[config.mk]
export PLATFORM = sky130hd
export DESIGN_NAME = psum_spad_ctrl
export DESIGN_NICKNAME = d
export VERILOG_FILES = /design/src/rtl/psum_spad_ctrl.sv
export SDC_FILE = /design/constraint.sdc
export NUM_CORES = 1
export LEC_CHECK = 0
export ABC_CLOCK_PERIOD_IN_PS = 1200
export CAP_MARGIN = 30
export CORE_UTILIZATION = 36
export CTS_CLUSTER_DIAMETER = 100
export DETAILED_ROUTE_END_ITERATION = 8
export GPL_TIMING_DRIVEN = 0
export PLACE_DENSITY_LB_ADDON = 0.2
export SYNTH_ARGS = -nofsm -noshare
export SYNTH_HDL_FRONTEND = slang
export SYNTH_SLANG_ARGS = --single-unit
[constraint.sdc]
create_clock -name clk -period 1.2 [get_ports clk]
set_input_delay 0.12 -clock clk [delete_from_list [all_inputs] [get_ports clk]]
set_output_delay 0.12 -clock clk [all_outputs]
set_load 0.03 [all_outputs]
[src/rtl/psum_spad_ctrl.sv]
// -----------------------------------------------------------------------------
// psum_spad_ctrl
//
// Sequencer for one partial-sum pass of a PE:
//   1. clear the psum scratch pad,
//   2. accumulate FILT_LEN MACs into each of NUM_PSUM psum entries,
//   3. drain the NUM_PSUM finished psums into the output FIFO,
//   4. pulse done.
//
// Flow control:
//   A transfer happens only in a cycle where the source has data and the sink
//   has room, and it completes in that same cycle.
//   - Operand FIFO: in_empty low means data is available. in_ren is raised
//     only in those cycles, and the MAC is taken in that cycle.
//   - Drain path: spad_empty low means a psum is available, and out_full low
//     means the output FIFO has room. spad_ren and out_wen are raised together
//     only when both are true. The scratch-pad read is combinational, so the
//     data is written to the output FIFO in the same cycle.
//   Counters advance only on transfer cycles. Every other cycle is a stall.
//
// Ports
//   clk, rstn                      clock, async active-low reset
//   start                          begin one pass (sampled in IDLE only)
//   abort                          synchronous cancel of the current pass
//   in_empty / in_ren              operand FIFO flag / read enable
//   spad_wen, spad_ren, spad_clear,
//   spad_freeze, spad_same_addr    psum scratch pad controls
//   spad_empty                     psum scratch pad empty flag
//   out_full / out_wen             output FIFO flag / write enable
//   acc_first                      datapath adds zero instead of read-back psum
//   busy                           high in every state except IDLE
//   done                           one-cycle pass-complete pulse
//   dbg_state                      current FSM state (see state_e encoding)
// -----------------------------------------------------------------------------
module psum_spad_ctrl #(
  parameter int FILT_LEN = 3,
  parameter int NUM_PSUM = 4
) (
  input  logic       clk,
  input  logic       rstn,
  input  logic       start,
  input  logic       abort,
  input  logic       in_empty,
  output logic       in_ren,
  output logic       spad_wen,
  output logic       spad_ren,
  output logic       spad_clear,
  output logic       spad_freeze,
  output logic       spad_same_addr,
  input  logic       spad_empty,
  input  logic       out_full,
  output logic       out_wen,
  output logic       acc_first,
  output logic       busy,
  output logic       done,
  output logic [2:0] dbg_state
);

  localparam int MW = (FILT_LEN > 1) ? $clog2(FILT_LEN) : 1;
  localparam int PW = (NUM_PSUM > 1) ? $clog2(NUM_PSUM) : 1;

  localparam logic [MW-1:0] MAC_LAST  = MW'(FILT_LEN - 1);
  localparam logic [PW-1:0] PSUM_LAST = PW'(NUM_PSUM - 1);
  localparam logic [MW-1:0] MAC_ONE   = MW'(1);
  localparam logic [PW-1:0] PSUM_ONE  = PW'(1);

  typedef enum logic [2:0] {
    S_IDLE  = 3'd0,
    S_CLEAR = 3'd1,
    S_ACC   = 3'd2,
    S_DRAIN = 3'd3,
    S_DONE  = 3'd4
  } state_e;

  state_e          state_q, state_d;
  logic [MW-1:0]   mac_cnt_q, mac_cnt_d;
  logic [PW-1:0]   psum_cnt_q, psum_cnt_d;

  logic            in_step;     // operand available this ACC cycle
  logic            drain_step;  // psum available and output FIFO has room
  logic            abort_hit;   // abort takes effect this cycle

  assign in_step    = !in_empty;
  assign drain_step = !out_full && !spad_empty;
  assign abort_hit  = abort && (state_q != S_IDLE);

  assign dbg_state  = state_q;

  // ---------------------------------------------------------------------------
  // State and counter registers
  // ---------------------------------------------------------------------------
  always_ff @(posedge clk or negedge rstn) begin
    if (!rstn) begin
      state_q    <= S_IDLE;
      mac_cnt_q  <= '0;
      psum_cnt_q <= '0;
    end else begin
      state_q    <= state_d;
      mac_cnt_q  <= mac_cnt_d;
      psum_cnt_q <= psum_cnt_d;
    end
  end

  // ---------------------------------------------------------------------------
  // Next-state and counter logic
  // ---------------------------------------------------------------------------
  always_comb begin
    state_d    = state_q;
    mac_cnt_d  = mac_cnt_q;
    psum_cnt_d = psum_cnt_q;

    if (abort_hit) begin
      // Abort wins over every other transition.
      state_d    = S_IDLE;
      mac_cnt_d  = '0;
      psum_cnt_d = '0;
    end else begin
      case (state_q)
        S_IDLE: begin
          mac_cnt_d  = '0;
          psum_cnt_d = '0;
          if (start) state_d = S_CLEAR;
        end

        S_CLEAR: state_d = S_ACC;

        S_ACC: begin
          if (in_step) begin
            if (mac_cnt_q == MAC_LAST) begin
              // Last MAC of this psum: move to the next entry.
              mac_cnt_d = '0;
              if (psum_cnt_q == PSUM_LAST) begin
                psum_cnt_d = '0;
                state_d    = S_DRAIN;
              end else begin
                psum_cnt_d = psum_cnt_q + PSUM_ONE;
              end
            end else begin
              mac_cnt_d = mac_cnt_q + MAC_ONE;
            end
          end
        end

        S_DRAIN: begin
          if (drain_step) begin
            if (psum_cnt_q == PSUM_LAST) begin
              psum_cnt_d = '0;
              state_d    = S_DONE;
            end else begin
              psum_cnt_d = psum_cnt_q + PSUM_ONE;
            end
          end
        end

        S_DONE: begin
          mac_cnt_d  = '0;
          psum_cnt_d = '0;
          state_d    = S_IDLE;
        end

        default: begin
          state_d    = S_IDLE;
          mac_cnt_d  = '0;
          psum_cnt_d = '0;
        end
      endcase
    end
  end

  // ---------------------------------------------------------------------------
  // Output decode
  // ---------------------------------------------------------------------------
  always_comb begin
    in_ren         = 1'b0;
    spad_wen       = 1'b0;
    spad_ren       = 1'b0;
    spad_clear     = 1'b0;
    spad_freeze    = 1'b0;
    spad_same_addr = 1'b0;
    out_wen        = 1'b0;
    acc_first      = 1'b0;
    done           = 1'b0;
    busy           = (state_q != S_IDLE);

    if (abort_hit) begin
      // Wipe any partially accumulated psums. All other controls stay low.
      spad_clear = 1'b1;
    end else begin
      case (state_q)
        S_CLEAR: spad_clear = 1'b1;

        S_ACC: begin
          // The first MAC of a psum adds zero, even while stalled, so the
          // datapath operand select stays stable across the stall.
          spad_same_addr = 1'b1;
          acc_first      = (mac_cnt_q == '0);
          if (in_step) begin
            in_ren      = 1'b1;
            spad_wen    = 1'b1;
            // The write pointer advances only after the last MAC of an entry.
            spad_freeze = (mac_cnt_q != MAC_LAST);
          end else begin
            spad_freeze = 1'b1;
          end
        end

        S_DRAIN: begin
          if (drain_step) begin
            spad_ren = 1'b1;
            out_wen  = 1'b1;
          end
        end

        S_DONE: done = 1'b1;

        default: ;
      endcase
    end
  end

endmodule

==> reports/metrics.yaml, run 1 <==
drt-total-wl_um: 1680
avgSynthCellArea_um2: 8.74
syn_to_final_growth_pct: 110
crit_type: "reg -> out"
overflow: 0
cts_buffer_depth: 2
via_count: 574
yosys.area.top_type: "dfrtp_1"
cts_sinks: 7
numPortBuffers: 19
wl_per_cell_um: 15.4
cts_tree: "done"
crit_arrival_ps: 1370
layout_common_cells: "buf_6 (16), buf_4 (13), nor2_1 (5), dfrtp_2 (5)"
vias_per_cell: 5.27
start_util_pct: 41.2
layout_commonest_cell: "buf_6"
rsz0062_at_grt: "yes"
gp_congestion: 0.704
root_buffer: "clkbuf_4"
fin_crit_sh_pct: 124
syn_nets: 64
grt_max_degree: 8
synthCells: 56
finClkSkew_ps: 12.7
nNetsFinal: 104
hold_viol: 0
power_mw: 1.78
grt_pass1_vias: 520
drt-pass1-iter-count: 4
final-setup-viol-count: 14
cp-start-kind: "flip-flop"
fin_ws_ps: -287
die_area_um2: 1510
finalMaxSlewViolations: 0
row_count: 12
grt_pass1_wl_um: 2260
max_freq_ghz: 0.673
synth_top_cell_area_share_pct: 35.8
violations: "setup timing"
timing.max_cap.violations: 0
ys_types: 28
dr.first_iter.drc_count: 10
placed_area_um2: 802
n_antenna_cell: 0
crit_fanout: 5
yosysSeqAreaShare_pct: 35.8
grt_usage_pct: 22.3
p_leak_nw: 0.447
ys_top_cells_by_area: "dfrtp_1 (36%), nor2_1 (6.1%), nor4b_1 (5.4%)"
die_x_um: 38.9
irDropWorstVdd_mv: 0.951
status: "finished with violations"
cts.reportedPaths.clkPinSlew_ps: 60
crit_start: "dbg_state[1]"
hpwlAfterDp_um: 907
drive_gt1_share_pct: 67.4
rr_startpoint: "dbg_state[1]"
syn_area_um2: 489
period_needed_ps: 1490
drc: 0
hold_path.class: "in -> async"
cts_made_buffers: 3
postCtsHoldBufs: 0
p_per_area_nw_per_um2: 1730
tightest_slew_ps: 408
core_area_um2: 1190
maxSlewHeadroom_pct: 72.8
cp.required_ps: 1080
clk_latency_ps: 250
end_kind: "primary output"
ys_ff_latch: 7
antenna_found_initial: 0
finalSetupTns_ps: -2600
ys_warn_count: 0
die_h_um: 38.9
ant_nets: 0
io_pins: 20
stdcell_area_um2: 1030
htree_levels: 1
-- through the flow --
step	hold WS (ps)	utilization, %	std cells	worst slack [ps]
floorplan	-176	-	56	-119
finish	127	86.8	109	-287
CTS	128	81.4	107	-281
global placement	400	67.6	89	-842
global route	141	86.8	109	-322
detailed placement	400	67.6	89	-851
-- per-layer routing --
layer  track usage, %  part of all wire [%]
met4             5.17                     0
met3             5.20                   3.2
met2             41.7                    52
met1             24.9                    45
met5                0                     0
-- sequential cells by signal, summed over array words and instances, names as in the netlist --
register and flops:
dbg_state 3, psum_cnt_q 2, mac_cnt_q 2
-- power by group --
part	switching, mW	total, mW	internal, mW
clock	0.0896	0.217	0.127
sequential	0.0685	0.353	0.285
combinational	0.604	1.21	0.603
-- cell usage after synthesis --
master   n
a21o_1   2
a21oi_1  1
a22oi_1  2
a22oi_4  1
a32o_1   1
and3_1   1
buf_2    2
buf_4    2
dfrtp_1  7
ha_1     1
inv_1    2
mux2_2   1
nand2_1  5
nand3_1  1
nand4_1  1
nor2_1   8
nor2_2   1
nor2b_1  1
nor3_1   3
nor4_1   1
nor4b_1  3
o21ai_1  3
o221a_1  1
o22ai_1  1
or2_2    1
or3_1    1
or3b_1   1
or3b_4   1
-- what timing repair did --
item | 4_1_cts | 5_1_grt
buffers inserted | 14 | 2
pin swaps | 9 | 11
resized for setup | 94 | 9
endpoints found under the setup margin | 16 | 16
-- cell families (layout without fill, tap and decap cells) --
logic type      after synthesis  in the layout  share of synthesized area (%)
compound gates               12             12                           20.2
fa+ha+maj                     1              1                           2.56
buf+inv                       6             45                           6.65
flops                         7              7                           35.8
mux                           1              1                           2.30
simple gates                 29             29                           32.5
-- worst paths after layout --
kind / slack [ps] / depth (start not counted) / endpoint
min in group clk: 530 / 2 / psum_cnt_q[1]
hold reg to reg: 530 / 2 / psum_cnt_q[1]
setup reg to reg: -230 / 5 / psum_cnt_q[1]
setup / recovery: -290 / 3 / busy
max in group asynchronous: 790 / 1 / mac_cnt_q[1]
hold / removal: 130 / 1 / dbg_state[2]
-- layout make-up --
class,instances,area [um2]
multi-input cells,43,428
repair buffers,35,320
flip-flops and latches,7,181
fillers,65,156
plain buffers,4,48.8
clock buffers,4,26.3
well taps,14,17.5
inverters,2,7.51
-- worst max-delay path: stages (launching register included) --
cell     delay (ps)
dfrtp_2         440
buf_6           150
or3_4           380
buf_6           140
No activity file was read; power rests on OpenSTA's default activity.
==> run 2: changes to the inputs <==
ABC_CLOCK_PERIOD_IN_PS = 1500   (was 1200)
CORE_AREA = 2 2 39 41   (was unset)
CORE_UTILIZATION = unset   (was 36)
DIE_AREA = 0 0 41 43   (was unset)
clock period = 1.5 ns   (was 1.2 ns; I/O delays follow)
==> reports/metrics.yaml, run 2 (synthesis gave the netlist of run 1 again) <==
start_util_pct: 35.4
max_freq_ghz: 0.662
drive_gt1_share_pct: 52.7
place_inst: 91
cp_num_buf_inv: 2
die_h_um: 43
numPortBuffers: 19
row_count: 14
crit_type: "reg -> out"
grt_usage_pct: 18.8
drt-pass1-iter-count: 3
cp_common_cell: "buf_6"
grt_pass1_wl_um: 2250
tightest_slew_ps: 333
irDropWorstVdd_mv: 0.663
gp_congestion: 0.699
core_area_um2: 1380
fin_cells: 107
ant_nets: 0
slowest_stage: "dfrtp_2"
cts.reportedPaths.clkPinSlew_ps: 50
crit_fanout: 6
antenna_found_initial: 0
nNetsFinal: 100
cts_tree: "done"
critPathTopFamily: "flip-flops"
vias_per_cell: 5.30
finClkSkew_ps: 0.165
drt-total-wl_um: 1450
crit_arrival_ps: 1360
path_cells: "buf_6, or3_4, buf_6"
syn_to_final_growth_pct: 80.8
p_leak_nw: 0.424
fin_ws_ps: -9.45
via_count: 567
rr_worst_depth: 5
n_antenna_cell: 0
clk_latency_ps: 250
final-setup-viol-count: 1
die_area_um2: 1760
end_kind: "primary output"
rsz0062_at_grt: "yes"
fin_crit_sh_pct: 101
slowest_delay_ps: 440
power_mw: 1.25
layout_commonest_cell: "buf_4"
p_per_area_nw_per_um2: 1410
layout_common_cells: "buf_4 (16), buf_6 (7), nor2_1 (6), dlygate4sd2_1 (5)"
wl_per_cell_um: 13.5
status: "finished with violations"
cts_sinks: 7
drc: 0
violations: "setup timing"
root_buffer: "clkbuf_4"
fill_cells: 119
timing.max_cap.violations: 0
finalMaxSlewViolations: 0
cp-start-kind: "flip-flop"
cts_made_buffers: 3
grt_pass1_vias: 527
cp.required_ps: 1350
cts_buffer_depth: 2
largest_reg_flops: 3
hold_viol: 0
overflow: 0
dr.first_iter.drc_count: 9
grt_max_degree: 9
worst-path-stages: 3
postCtsHoldBufs: 0
maxSlewHeadroom_pct: 77.5
hold_path.class: "in -> async"
die_x_um: 41
hpwlAfterDp_um: 894
htree_levels: 1
io_pins: 20
pre_cts_slack_ps: -687
finalSetupTns_ps: -9.45
period_needed_ps: 1510
run 2: changes by cell type in the layout (fill, tap and decap cells not counted), sizes merged:
cell	before	now
buf	32	26
dlygate4sd2	3	5
run 2: worst reg2reg max path, cell delays in order, from the launching register on:
cell and delay [ps]:
dfrtp_1 370, or3b_4 400, buf_4 160, a22oi_4 160, nand4_1 110, o21ai_1 90
run 2: path summary, 6_finish.rpt:
| path | from | endpoint | slack [ps] |
|---|---|---|---|
| setup / recovery | dbg_state[0] | busy | -9 |
| min in group clk | psum_cnt_q[1] | psum_cnt_q[1] | 530 |
| hold reg to reg | psum_cnt_q[1] | psum_cnt_q[1] | 530 |
| max in group asynchronous | rstn | dbg_state[2] | 1080 |
| setup reg to reg | mac_cnt_q[0] | psum_cnt_q[1] | 130 |
| hold / removal | rstn | mac_cnt_q[1] | 160 |
run 2: metrics by stage:
| stage | cell area, um2 | hold slack, ps | util (%) |
|---|---|---|---|
| finish | 885 | 161 | 63.9 |
| global route | 885 | 178 | 63.9 |
| CTS | 836 | 156 | 60.4 |
| detailed placement | 731 | 427 | 52.8 |
| global placement | 731 | 431 | 52.8 |
| floorplan | 520 | -146 | - |
run 2: power breakdown:
| part | internal (mW) | leakage (nW) | switching [mW] |
|---|---|---|---|
| registers | 0.227 | 0.0900 | 0.0507 |
| clock network | 0.102 | 0.0150 | 0.0693 |
| logic | 0.398 | 0.319 | 0.401 |
run 2: cell type report:
class                      instances  area (um2)  area share (%)
sequential                         7         179            20.2
inverter                           2        7.51           0.849
timing repair buffer              31         260            29.4
multi-input combinational         43         354            40.0
buffer                             4        37.5            4.24
clock buffer                       4        26.3            2.97
tap                               16        20.0            2.26
run 2: what timing repair did:
action,CTS,global route
endpoints found under the setup margin,12,9
pin swaps,4,6
resized for setup,75,10
setup buffers,10,2
cloned,0,0
run 2: per-layer routing:
metal	wire, um	global-route usage (%)	up-vias
li1	-	-	275
met1	600	23.6	272
met2	756	29.7	18
met3	66	3.14	2
met4	21	8.67	0
met5	0	0	-
